[config.mk]
export PLATFORM = sky130hd
export DESIGN_NAME = psum_drain
export DESIGN_NICKNAME = d
export VERILOG_FILES = /design/src/rtl/psum_drain.sv
export SDC_FILE = /design/constraint.sdc
export NUM_CORES = 1
export LEC_CHECK = 0
export BUFFER_PORTS_ARGS = -buffer_cell sky130_fd_sc_hd__buf_2
export CAP_MARGIN = 15
export CORE_ASPECT_RATIO = 0.6
export CORE_MARGIN = 10
export CORE_UTILIZATION = 60
export CTS_CLUSTER_SIZE = 14
export DETAILED_ROUTE_END_ITERATION = 10
export HOLD_SLACK_MARGIN = 0.05
export PLACE_DENSITY = 0.79
export SYNTH_ARGS = -nofsm -noshare
export SYNTH_HDL_FRONTEND = slang
export SYNTH_SLANG_ARGS = --single-unit
[constraint.sdc]
create_clock -name iCLK -period 7.4 [get_ports iCLK]
set_clock_uncertainty 0.05 [all_clocks]
set_input_delay 0.74 -clock iCLK [delete_from_list [all_inputs] [get_ports iCLK]]
set_output_delay 0.74 -clock iCLK [all_outputs]
set_load 0.02 [all_outputs]
[src/rtl/psum_drain.sv]
// psum_drain: downstream consumer of the 5-tap PE chain.
//
// Takes the chain's final partial sum, adds a bias, applies a round-half-up
// arithmetic right shift, optional ReLU and saturation to a narrow signed
// word, and buffers the results in a small FIFO. The chain carries no valid
// signalling. A delay line matching the chain latency works out which cycles
// carry a real psum.
//
// Ports:
//   iCLK, iRST       clock (rising edge) and synchronous active-high reset
//   iStart           frame start pulse; flushes the block and enters RUN
//   iXValid, iLast   sample presented to the PE chain / final sample of frame
//   iPsum, iBias     signed partial sum from the chain and bias (DW bits)
//   iShift, iReluEn  right-shift amount 0..31, clamp negatives to zero
//   oData, oValid    FIFO head and FIFO non-empty
//   iReady           consumer accepts oData when oValid & iReady
//   oFull            FIFO full
//   oOverflow        sticky: a result was dropped because the FIFO was full
//   oCount           results written this frame (saturating)
//   oDone            one-cycle pulse once the frame has drained into the FIFO
//   oState           FSM state (0 IDLE, 1 RUN, 2 DRAIN) for observation
//
// Handshake: a word leaves the FIFO on every rising edge where oValid and
// iReady are both high. oData is held stable while oValid is high and iReady
// is low. oValid never depends on iReady.
module psum_drain #(
  parameter int DW    = 32,
  parameter int OW    = 16,
  parameter int LAT   = 5,
  parameter int DEPTH = 8
) (
  input  logic          iCLK,
  input  logic          iRST,
  input  logic          iStart,
  input  logic          iXValid,
  input  logic          iLast,
  input  logic [DW-1:0] iPsum,
  input  logic [DW-1:0] iBias,
  input  logic [4:0]    iShift,
  input  logic          iReluEn,
  output logic [OW-1:0] oData,
  output logic          oValid,
  input  logic          iReady,
  output logic          oFull,
  output logic          oOverflow,
  output logic [15:0]   oCount,
  output logic          oDone,
  output logic [1:0]    oState
);

  localparam int AW = $clog2(DEPTH);
  localparam logic [AW:0] FULL_CNT = (AW+1)'(DEPTH);
  localparam logic [DW+1:0] RND_ONE = {{(DW+1){1'b0}}, 1'b1};
  localparam logic signed [DW+1:0] SAT_MAX = {{(DW+3-OW){1'b0}}, {(OW-1){1'b1}}};
  localparam logic signed [DW+1:0] SAT_MIN = {{(DW+3-OW){1'b1}}, {(OW-1){1'b0}}};

  typedef enum logic [1:0] {
    IDLE  = 2'd0,
    RUN   = 2'd1,
    DRAIN = 2'd2
  } state_t;

  state_t state, state_nx;

  // Delay line: bit 0 is the newest sample, bit LAT-1 lines up with the
  // cycle in which that sample's psum appears at the end of the chain.
  logic [LAT-1:0] dl_v;
  logic [LAT-1:0] dl_last;
  logic           sample_in;

  logic                  s1_v;
  logic signed [DW+1:0]  s1;
  logic signed [DW+1:0]  s1_sum;
  logic signed [DW+1:0]  psum_x, bias_x, rnd;

  logic                  s2_v;
  logic [OW-1:0]         s2;
  logic signed [DW+1:0]  sh;
  logic [OW-1:0]         s2_nx;

  logic                  pipe_empty;

  logic [OW-1:0]         mem [DEPTH];
  logic [AW-1:0]         wr_ptr, rd_ptr;
  logic [AW:0]           count;
  logic                  fifo_full, pop, push, drop;

  // ---------------------------------------------------------------- FSM
  assign sample_in  = iXValid && (state == RUN);
  assign pipe_empty = ~|dl_v && ~|dl_last && !s1_v && !s2_v;

  always_ff @(posedge iCLK) begin
    if (iRST) state <= IDLE;
    else      state <= state_nx;
  end

  always_comb begin
    state_nx = state;
    oDone    = 1'b0;
    case (state)
      IDLE: begin
        if (iStart) state_nx = RUN;
      end
      RUN: begin
        if (iStart)                 state_nx = RUN;
        else if (iXValid && iLast)  state_nx = DRAIN;
      end
      DRAIN: begin
        if (iStart) begin
          state_nx = RUN;
        end else if (pipe_empty) begin
          oDone    = 1'b1;
          state_nx = IDLE;
        end
      end
      default: state_nx = IDLE;
    endcase
  end

  assign oState = state;

  // ---------------------------------------------------------- datapath
  always_comb begin
    psum_x = {{2{iPsum[DW-1]}}, iPsum};
    bias_x = {{2{iBias[DW-1]}}, iBias};
    // Half of one output LSB, so the truncating shift rounds half up.
    rnd    = (iShift != 5'd0) ? (RND_ONE << (iShift - 5'd1)) : '0;
    s1_sum = psum_x + bias_x + rnd;
  end

  always_comb begin
    sh = s1 >>> iShift;
    if (iReluEn && sh[DW+1]) sh = '0;
    if (sh > SAT_MAX)      s2_nx = SAT_MAX[OW-1:0];
    else if (sh < SAT_MIN) s2_nx = SAT_MIN[OW-1:0];
    else                   s2_nx = sh[OW-1:0];
  end

  always_ff @(posedge iCLK) begin
    if (iRST || iStart) begin
      dl_v    <= '0;
      dl_last <= '0;
      s1_v    <= 1'b0;
      s1      <= '0;
      s2_v    <= 1'b0;
      s2      <= '0;
    end else begin
      dl_v    <= {dl_v[LAT-2:0], sample_in};
      dl_last <= {dl_last[LAT-2:0], sample_in && iLast};
      s1_v    <= dl_v[LAT-1];
      s1      <= s1_sum;
      s2_v    <= s1_v;
      s2      <= s2_nx;
    end
  end

  // --------------------------------------------------------------- FIFO
  assign fifo_full = (count == FULL_CNT);
  assign pop       = (count != '0) && iReady;
  // A pop in the same cycle frees a slot, so a write into a full FIFO
  // is still accepted then.
  assign push      = s2_v && (!fifo_full || pop);
  assign drop      = s2_v && fifo_full && !pop;

  always_ff @(posedge iCLK) begin
    if (push) mem[wr_ptr] <= s2;
  end

  always_ff @(posedge iCLK) begin
    if (iRST || iStart) begin
      wr_ptr    <= '0;
      rd_ptr    <= '0;
      count     <= '0;
      oOverflow <= 1'b0;
      oCount    <= '0;
    end else begin
      if (push) wr_ptr <= wr_ptr + 1'b1;
      if (pop)  rd_ptr <= rd_ptr + 1'b1;
      count <= count + (AW+1)'(push) - (AW+1)'(pop);
      if (drop) oOverflow <= 1'b1;
      if (push && (oCount != 16'hFFFF)) oCount <= oCount + 16'd1;
    end
  end

  assign oValid = (count != '0);
  assign oFull  = fifo_full;
  // Gate the head so oData is zero, not stale memory, whenever empty.
  assign oData  = oValid ? mem[rd_ptr] : '0;

endmodule
# Word-level counts from Yosys, hierarchy flattened

Memories as Yosys holds them, arrays and structs flattened. A register that Yosys moved wholly into a read port is not among the register bits.
Cells that the tools add are included.

Flip-flop bits (word level): 91
RAM bits: 128
Output and inout bits: 38
Word-level logic and storage cells: 78
Memories kept: 1

Memories:

| memory | words | bits a word | read ports | clocked after Yosys merged registers in | wr ports | RTL line | RTL |
|---|---|---|---|---|---|---|---|
| mem    | 8     | 16          | 1          | 1                                       | 1        | 83       | `logic [OW-1:0] mem [DEPTH];` |

$add $sub $neg: 8
Order comparisons: 2
Eq/ne operators: 7
Shifts and indexed selects: 2
Multiplexer cells: 18
Reductions and logical operators: 27

Operators with widths:

| kind                  | number |
|---|---|
| $mux 34               | 2 |
| $add 33x34->34        | 1 |
| $gt 34x16->1 const B  | 1 |
| $lt 34x16->1 const B  | 1 |
| $shl 1x5->34 const A  | 1 |
| $sshr 34x5->34        | 1 |
| $add 32x32->33        | 1 |
| $mux 16               | 2 |
| $add 16x1->16 const B | 1 |
| $ne 16x16->1 const B  | 1 |
| $mux 15               | 1 |
| $logic_and 1x1->1     | 12 |
| $mux 2                | 5 |
| $reduce_or 5->1       | 2 |
| $add 3x1->3 const B   | 2 |
| $logic_not 1->1       | 6 |
| $mux 3                | 2 |
| $pmux 2 s3            | 1 |
| $mux 1                | 5 |
| $reduce_bool 5->1     | 1 |
| $sub 5x1->5 const B   | 1 |
| $add 4x1->4           | 1 |
| $eq 4x4->1 const B    | 1 |
| $reduce_bool 4->1     | 1 |
| other kinds (10)      | 11 |

# Depth between registers and ports, before layout

Gate-level depths: netlist of run 1.

Depth in word-level cells: 8
Gate-level depth with buffers: 19
Gate-level depth less buffers: 15

# Least setup slack after synthesis of run 1

Ideal clock, no wire load.

Path kind: in2reg
Start: input port iShift[2]
End: register s1[31]
Setup time: 0.132 ns
Arrival time: 5.109 ns
Slack: 2.109 ns
Stages: 19
Cells stage by stage: buf_2 > buf_2 > inv_1 > clkbuf_1 > clkbuf_1 > ha_1 > clkbuf_1 > nand3_1 > nor2_1 > fa_1 > ha_1 > fa_1 > a21o_1 > a311o_1 > a41oi_1 > a211oi_1 > o31ai_1 > a21o_1 > a21oi_1

Longest elaborated chain between the ends: 4

RTL lines:

| what                   | RTL line | RTL |
|---|---|---|
| start: declaration     | 39       | `input logic [4:0] iShift,` |
| $sub 5x1->5            | 127      | `rnd = (iShift != 5'd0) ? (RND_ONE << (iShift - 5'd1)) : '0;` |
| $shl 1x5->34           | 127      |  |
| $mux 34 *              | 127      |  |
| $add 33x34->34 *       | 128      | `s1_sum = psum_x + bias_x + rnd;` |
| end signal: assignment | 151      | `s1 <= s1_sum;` |
| end: declaration       | 72       | `logic signed [DW+1:0] s1;` |

Every way passes the cells marked *; elsewhere a longest branch is shown, timed or not.
A chain may end at the register's enable or synchronous reset.

# Final worst setup path of run 1

Start: input port iShift[0]
End: register s1[31]

Same word-level chain as after synthesis.

==> results.tsv, run 1 <==
stage	metric	value	unit
status	outcome	complete, no violations	
logic_synthesis	synth_seq_cells	222	
pwr	p_leak	5.38	nW
placed_design	placement.io_buffers	113	
clocking	cts_hold_buf	0	
floorplanning	die_area	0.0277	mm2
worst_setup_path	worstPathArrival	6010	ps
logic_synthesis	yosys.area.top_type	edfxtp_1	
route	avgRoutedWirePerCell	21.2	um
worst_setup_path	worstSetupEndpointType	flip-flop	
logic_synthesis	netlist_area	0.0127	mm2
logic_synthesis	synth_edf_count	128	
sta	relSlewSlack	0.213	
cells_and_area	layout.nets	1322	
worst_setup_path	r2r.worst_path.cells	7	
clocking	cts_buffers	21	
sta	finalMaxSlewViolations	0	
clocking	cts_setup_buffers	0	
sta	worst_pin_slew	1150	ps
logic_synthesis	synth_nets	1235	
global_route	overflow	0	
worst_setup_path	max_stage_delay	710	ps
route	drt_first_pass_iters	8	
route	drc	0	
global_route	antenna_found_initial	2	
pwr	ir_drop	161	uV
logic_synthesis	netlist_instances	1081	
route	avgViaCountPerCell	6.36	
sta	fin_crit	5710	ps
clocking	clock-root-buffer	clkbuf_16	
logic_synthesis	syn_area_per_cell	11.8	um2
floorplanning	coreArea	0.0209	mm2
route	num_vias	9303	
global_route	grt_util_all_layers	0.222	
sta	hold_violations	0	
clocking	clock_latency	490	ps
pwr	power_density	230	mW/mm2
sta	post-route-period-util	0.772	
floorplanning	start_util	0.609	
global_route	grt_pass1_wl	50.0	mm
clocking	cts_tree	built	
global_route	grt_max_degree	56	
sta	max_freq	175	MHz
worst_setup_path	critical_path.cell_chain	buf_2 > nor2_1 > ha_1 > nand3_1 > nor2_1 > fa_1 > ha_1 > fa_1 > a21o_1 > a311o_1 > a41oi_1 > a211oi_1 > o31ai_1 > a21o_1 > a21oi_1	
global_route	grt_pass1_vias	9094	
cells_and_area	multiInputGateArea	0.00665	mm2
worst_setup_path	critical_path_class	input port to flip-flop	
run	maxCapViolations	0	
worst_setup_path	critPathBufInv	1	
logic_synthesis	synth_ff_type	edfxtp_1	
floorplanning	die_y	133	um
logic_synthesis	yosys.area.top_type_share	0.302	
clocking	cts-resized-gates	0	
hold_path	holdCritPathClass	input port to flip-flop	
floorplanning	die_x	208	um
route	drt-total-wl	31.1	mm
sta	fin_hold_ws	401	ps
floorplanning	rows	41	
worst_setup_path	required	7700	ps
worst_setup_path	start_kind	input port	
worst_setup_path	cp_slowest_cell	buf_2	
clocking	clock_sinks	222	
clocking	path_clk_slew	70	ps
logic_synthesis	synth.yosys.seq_area_share	0.449	
logic_synthesis	yosys-top-cells-area	edfxtp_1 (30%), dfxtp_1 (15%), mux4_2 (11%)	
clocking	cts.htree.levels	1	
placed_design	hpwl	22.3	mm
floorplanning	io_pins	114	
hold_path	min_path_cells	2	
cells_and_area	fillers	1539	
cells_and_area	area_growth_syn_to_layout	11.1	%
worst_setup_path	r2r_setup_slack	3810	ps
route	drtIter0Drc	792	
sta	setup_tns	0	ps
route	drtAntennaViolNets	0	
sta	setup_violations	0	
worst_setup_path	cp_top_family	compound AO/OA/AOI/OAI gates	
logic_synthesis	ys_types	67	
logic_synthesis	yosys_warnings	0	
worst_setup_path	crit_cells	15	
placed_design	gp_congestion	0.961	
clocking	cts_buffer_depth	3	
cells_and_area	drive_gt1_frac	0.212	
worst_setup_path	critPathMaxFanout	36	
sta	rsz0062_at_grt	no	
logic_synthesis	async_reset_ff_frac	0	
cells_and_area	seqCellArea	0.00573	mm2
flip-flops by register name, indices dropped and copies added, names as in the netlist, named ones only:
signal	cells
count	4
dl_last	5
dl_v	5
mem	128
oCount	16
oOverflow	1
oState	2
rd_ptr	3
s1	34
s1_v	1
s2	16
s2_v	1
wr_ptr	3
final timing paths:
check,start,end
hold / removal,iReluEn,s2[15]$_SDFF_PP0_
setup reg to reg,s1[27]$_SDFF_PP0_,s2[3]$_SDFF_PP0_
setup / recovery,iShift[0],s1[31]$_SDFF_PP0_
hold reg to reg,dl_v[4]$_SDFF_PP0_,s1_v$_SDFF_PP0_
through the flow:
step / utilization / cells / instance area [um2] / total power, mW / setup WS (ps)
after global placement: 0.645 / 1424 / 13500 / 2.23 / 1530
after floorplan: - / 1081 / 12700 / 2.02 / 2110
after detailed placement: 0.645 / 1424 / 13500 / 2.25 / 1340
final: 0.677 / 1463 / 14200 / 3.26 / 1690
after CTS: 0.676 / 1461 / 14200 / 3.27 / 1840
after global routing: 0.676 / 1461 / 14200 / 3.42 / 1370
power breakdown:
| group | internal [mW] | total, mW | switching (mW) | leakage [nW] |
|---|---|---|---|---|
| clock network | 0.589 | 1.03 | 0.440 | 0.321 |
| registers | 1.35 | 1.40 | 0.0483 | 1.86 |
| logic | 0.332 | 0.833 | 0.501 | 3.19 |
metal layers:
layer | track usage | share of wire | vias up
li1 | - | - | 4260
met2 | 0.309 | 0.41 | 457
met3 | 0.0682 | 0.11 | 28
met5 | 0 | 0 | -
met4 | 0.0297 | 0.010 | 0
met1 | 0.337 | 0.46 | 4558
layout make-up:
class | count | area share
Antenna cell | 2 | 0.000353
Clock buffer | 34 | 0.0449
Clock inverter | 3 | 0.00141
Inverter | 38 | 0.0101
Multi-Input combinational cell | 763 | 0.469
Sequential cell | 222 | 0.404
Tap cell | 279 | 0.0246
Timing Repair Buffer | 122 | 0.0447
logic make-up after synthesis:
kind of cell / count (synthesis) / synth area share
multiplexers: 124 / 0.166
AND/OR/NAND/NOR: 323 / 0.122
XOR/XNOR: 36 / 0.0247
AO/OA/AOI/OAI: 202 / 0.107
adder cells (fa/ha/maj): 78 / 0.0972
buffers and inverters: 96 / 0.0339
flip-flops: 222 / 0.449
cell usage in the layout (no fill, tap or decap), types with 5 or more instances in the layout:
cell type    n
edfxtp_1   128
buf_2      113
nor2_1     110
dfxtp_1     92
nand2_1     61
mux4_2      60
a21oi_1     57
mux2i_1     47
ha_1        43
inv_1       36
fa_1        35
o21ai_0     33
and2_1      29
nand3_1     29
a21o_1      23
xor2_1      23
clkbuf_16   22
a211oi_1    15
and3_1      14
nor3_1      13
xnor2_1     13
nand4_1     12
o21ai_2     11
mux2_2      10
or3_1        9
nor4_1       9
buf_4        9
clkbuf_1     8
mux4_1       7
o211ai_1     6
a311oi_1     6
o21bai_1     6
nand2b_1     5
a31oi_1      5
nor2b_1      5
cell usage after synthesis, types with 5 or more instances:
cell type / instances
a31oi_1: 5
buf_2: 8
nand4_1: 12
mux2i_1: 47
o211ai_1: 6
nor2b_1: 5
a21o_1: 23
dfxtp_1: 94
xnor2_1: 13
and3_1: 14
or3_1: 9
ha_1: 43
o21bai_1: 6
o21ai_0: 33
nor3_1: 17
a211oi_1: 15
buf_1: 8
inv_1: 36
a311oi_1: 6
mux2_2: 10
and2_1: 29
o21ai_2: 11
mux4_2: 60
buf_6: 5
nand2b_1: 5
clkbuf_1: 34
nand3_1: 29
xor2_1: 23
nand2_1: 61
fa_1: 35
nor4_1: 10
nor2_1: 113
edfxtp_1: 128
a21oi_1: 57
mux4_1: 7
No activity file was read; power rests on OpenSTA's default activity.
==> run 2, diff against run 1 <==
- CORE_UTILIZATION: 60 -> 55
- PLACE_DENSITY: 0.79 -> 0.77
- clock period: 7.4 -> 4.62 ns (I/O delays scaled with it)
==> results.tsv, run 2 (synthesis gave the netlist of run 1 again) <==
stage	metric	value	unit	change
route	drtIter0Drc	1000		+26%
worst_setup_path	worstPathArrival	4630	ps	-1380 ps
worst_setup_path	max_stage_delay	440	ps	-270 ps
route	avgRoutedWirePerCell	20.7	um	-2.4%
hold_path	holdCritPathClass	input port to flip-flop		
worst_setup_path	critical_path_class	input port to flip-flop		
worst_setup_path	critical_path.cell_chain	buf_2 > nor2_1 > buf_4 > ha_1 > nand3_1 > nor2_1 > fa_1 > ha_1 > fa_1 > a21o_1 > a311o_1 > a41oi_2 > a211oi_1 > o31ai_1 > a21o_1 > a21oi_1		
pwr	ir_drop	270	uV	+68%
route	avgViaCountPerCell	6.09		-4.2%
worst_setup_path	worstSetupEndpointType	flip-flop		
cells_and_area	layout_common_cells	edfxtp_1 (128), buf_2 (113), nor2_1 (110)		
pwr	p_leak	5.54	nW	+3.1%
clocking	cts_hold_buf	0		unchanged
run	maxCapViolations	0		unchanged
cells_and_area	area_growth_syn_to_layout	13.7	%	
clocking	clock_latency	500	ps	about the same
worst_setup_path	cp_top_family	compound AO/OA/AOI/OAI gates		
clocking	cts_buffer_depth	3		unchanged
pwr	power_density	372	mW/mm2	+61%
route	drt-total-wl	31.7	mm	+2.0%
sta	setup_violations	0		unchanged
placed_design	gp_congestion	0.957		-0.46%
placed_design	hpwl	23.2	mm	+3.9%
worst_setup_path	start_kind	input port		
route	drc	0		unchanged
clocking	cts_tree	built		
global_route	grt_pass1_vias	9114		+0.22%
cells_and_area	largest_register_ffs	128		unchanged
clocking	clock_sinks	222		unchanged
worst_setup_path	cp_slowest_cell	fa_1		
clocking	clock-root-buffer	clkbuf_16		
sta	hold_violations	0		unchanged
global_route	overflow	0		unchanged
cells_and_area	diodes	0		-2
sta	relSlewSlack	0.213		about the same
cells_and_area	layout.nets	1353		+2.3%
sta	max_freq	231	MHz	
global_route	grt_util_all_layers	0.212		-0.00990
cells_and_area	multiInputGateArea	0.00666	mm2	+0.21%
cells_and_area	top_regs	mem: 128 flops, s1: 34 flops		
worst_setup_path	critPathBufInv	2		+1
sta	worst_pin_slew	1180	ps	+28.5 ps
route	num_vias	9312		+0.097%
cells_and_area	regMostFlops	mem		
status	outcome	complete, no violations		
clocking	cts_setup_buffers	0		unchanged
cells_and_area	seqCellArea	0.00573	mm2	unchanged
route	drt_first_pass_iters	7		-1
floorplanning	coreArea	0.0230	mm2	+9.8%
clocking	cts.htree.levels	1		unchanged
placed_design	placement.io_buffers	113		unchanged
clocking	cts_buffers	21		unchanged
sta	fin_crit	4330	ps	
pwr	finalPower	5.39	mW	+65%
floorplanning	rows	43		+4.9%
cells_and_area	fillers	1868		+21%
worst_setup_path	required	4920	ps	-2780 ps
clocking	path_clk_slew	60	ps	about the same
floorplanning	die_y	138	um	+3.8%
global_route	grt_pass1_wl	50.3	mm	+0.62%
sta	finalMaxSlewViolations	0		unchanged
sta	post-route-period-util	0.937		
route	drtAntennaViolNets	0		unchanged
global_route	antenna_found_initial	1		-1
sta	rsz0062_at_grt	no		
floorplanning	io_pins	114		unchanged
cells_and_area	drive_gt1_frac	0.235		+0.0224
floorplanning	start_util	0.555		-0.0542
cells_and_area	mostFrequentLayoutCell	edfxtp_1		
worst_setup_path	critPathMaxFanout	9		-75%
sta	fin_hold_ws	120	ps	-281 ps
global_route	grt_max_degree	58		+3.6%
floorplanning	die_area	0.0299	mm2	+7.9%
floorplanning	die_x	217	um	+4.0%
-- run 2: cell count changes in the layout (fill, tap and decap cells not counted), moves of 2 or more --
cell       previous run  this run
buf_4                 9        40
bufinv_16             0         3
clkbuf_8              4         2
diode_2               2         0
-- run 2: per-layer routing --
metal | track usage | part of all wire | vias up | wire, um
met5 | 0 | 0.00041 | - | 13
met4 | 0.0321 | 0.0096 | 2 | 303
met3 | 0.0590 | 0.10 | 38 | 3150
met2 | 0.296 | 0.41 | 423 | 12900
met1 | 0.324 | 0.48 | 4534 | 15300
li1 | - | - | 4315 | -
-- run 2: cell type report --
type | count | share of cell area
clock buffer | 30 | 0.0400
sequential | 222 | 0.395
timing repair buffer | 153 | 0.0597
clock inverter | 8 | 0.00829
multi-input combinational | 763 | 0.460
inverter | 38 | 0.00984
tap | 315 | 0.0272
-- run 2: worst paths after layout --
kind | from | to | slack [ps] | cells after the start
min | iRST | oState[0]$_SDFFE_PP0P_ | 120 | 2
max | iShift[0] | s1[31]$_SDFF_PP0_ | 290 | 16
min reg2reg | dl_last[1]$_SDFF_PP0_ | dl_last[2]$_SDFF_PP0_ | 400 | 1
max reg2reg | s1[27]$_SDFF_PP0_ | s2[4]$_SDFF_PP0_ | 1350 | 8
-- run 2: worst reg2reg max path: cells and delay by family (launching register included) --
kind                   cells  cell delay (ps)
multiplexers               3             1510
AND/OR/NAND/NOR            2              610
AO/OA/AOI/OAI              2              380
flip-flops                 1              360
buffers and inverters      1              260
-- run 2: where the power goes --
group	internal, mW	total, mW	switching, mW
Sequential	2.17	2.26	0.0966
Combinational	0.562	1.36	0.794
Clock	1.04	1.77	0.721
Total	3.77	5.39	1.61
-- run 2: what timing repair did --
action                     4_1_cts  5_1_grt
setup endpoints to repair        0        3
hold endpoints to repair         0        0
gates resized for setup          0        2
-- run 2: metrics by stage --
stage                     cells  utilization  instance area [um2]  setup WS, ps  TNS (ps)
after floorplan            1081            -                12800         -5.34     -5.34
after global placement     1491        0.600                13800          -209      -524
after detailed placement   1491        0.600                13800          -249      -698
after CTS                  1529        0.631                14500           230         0
after global routing       1529        0.631                14500          92.8         0
final                      1529        0.631                14500           291         0
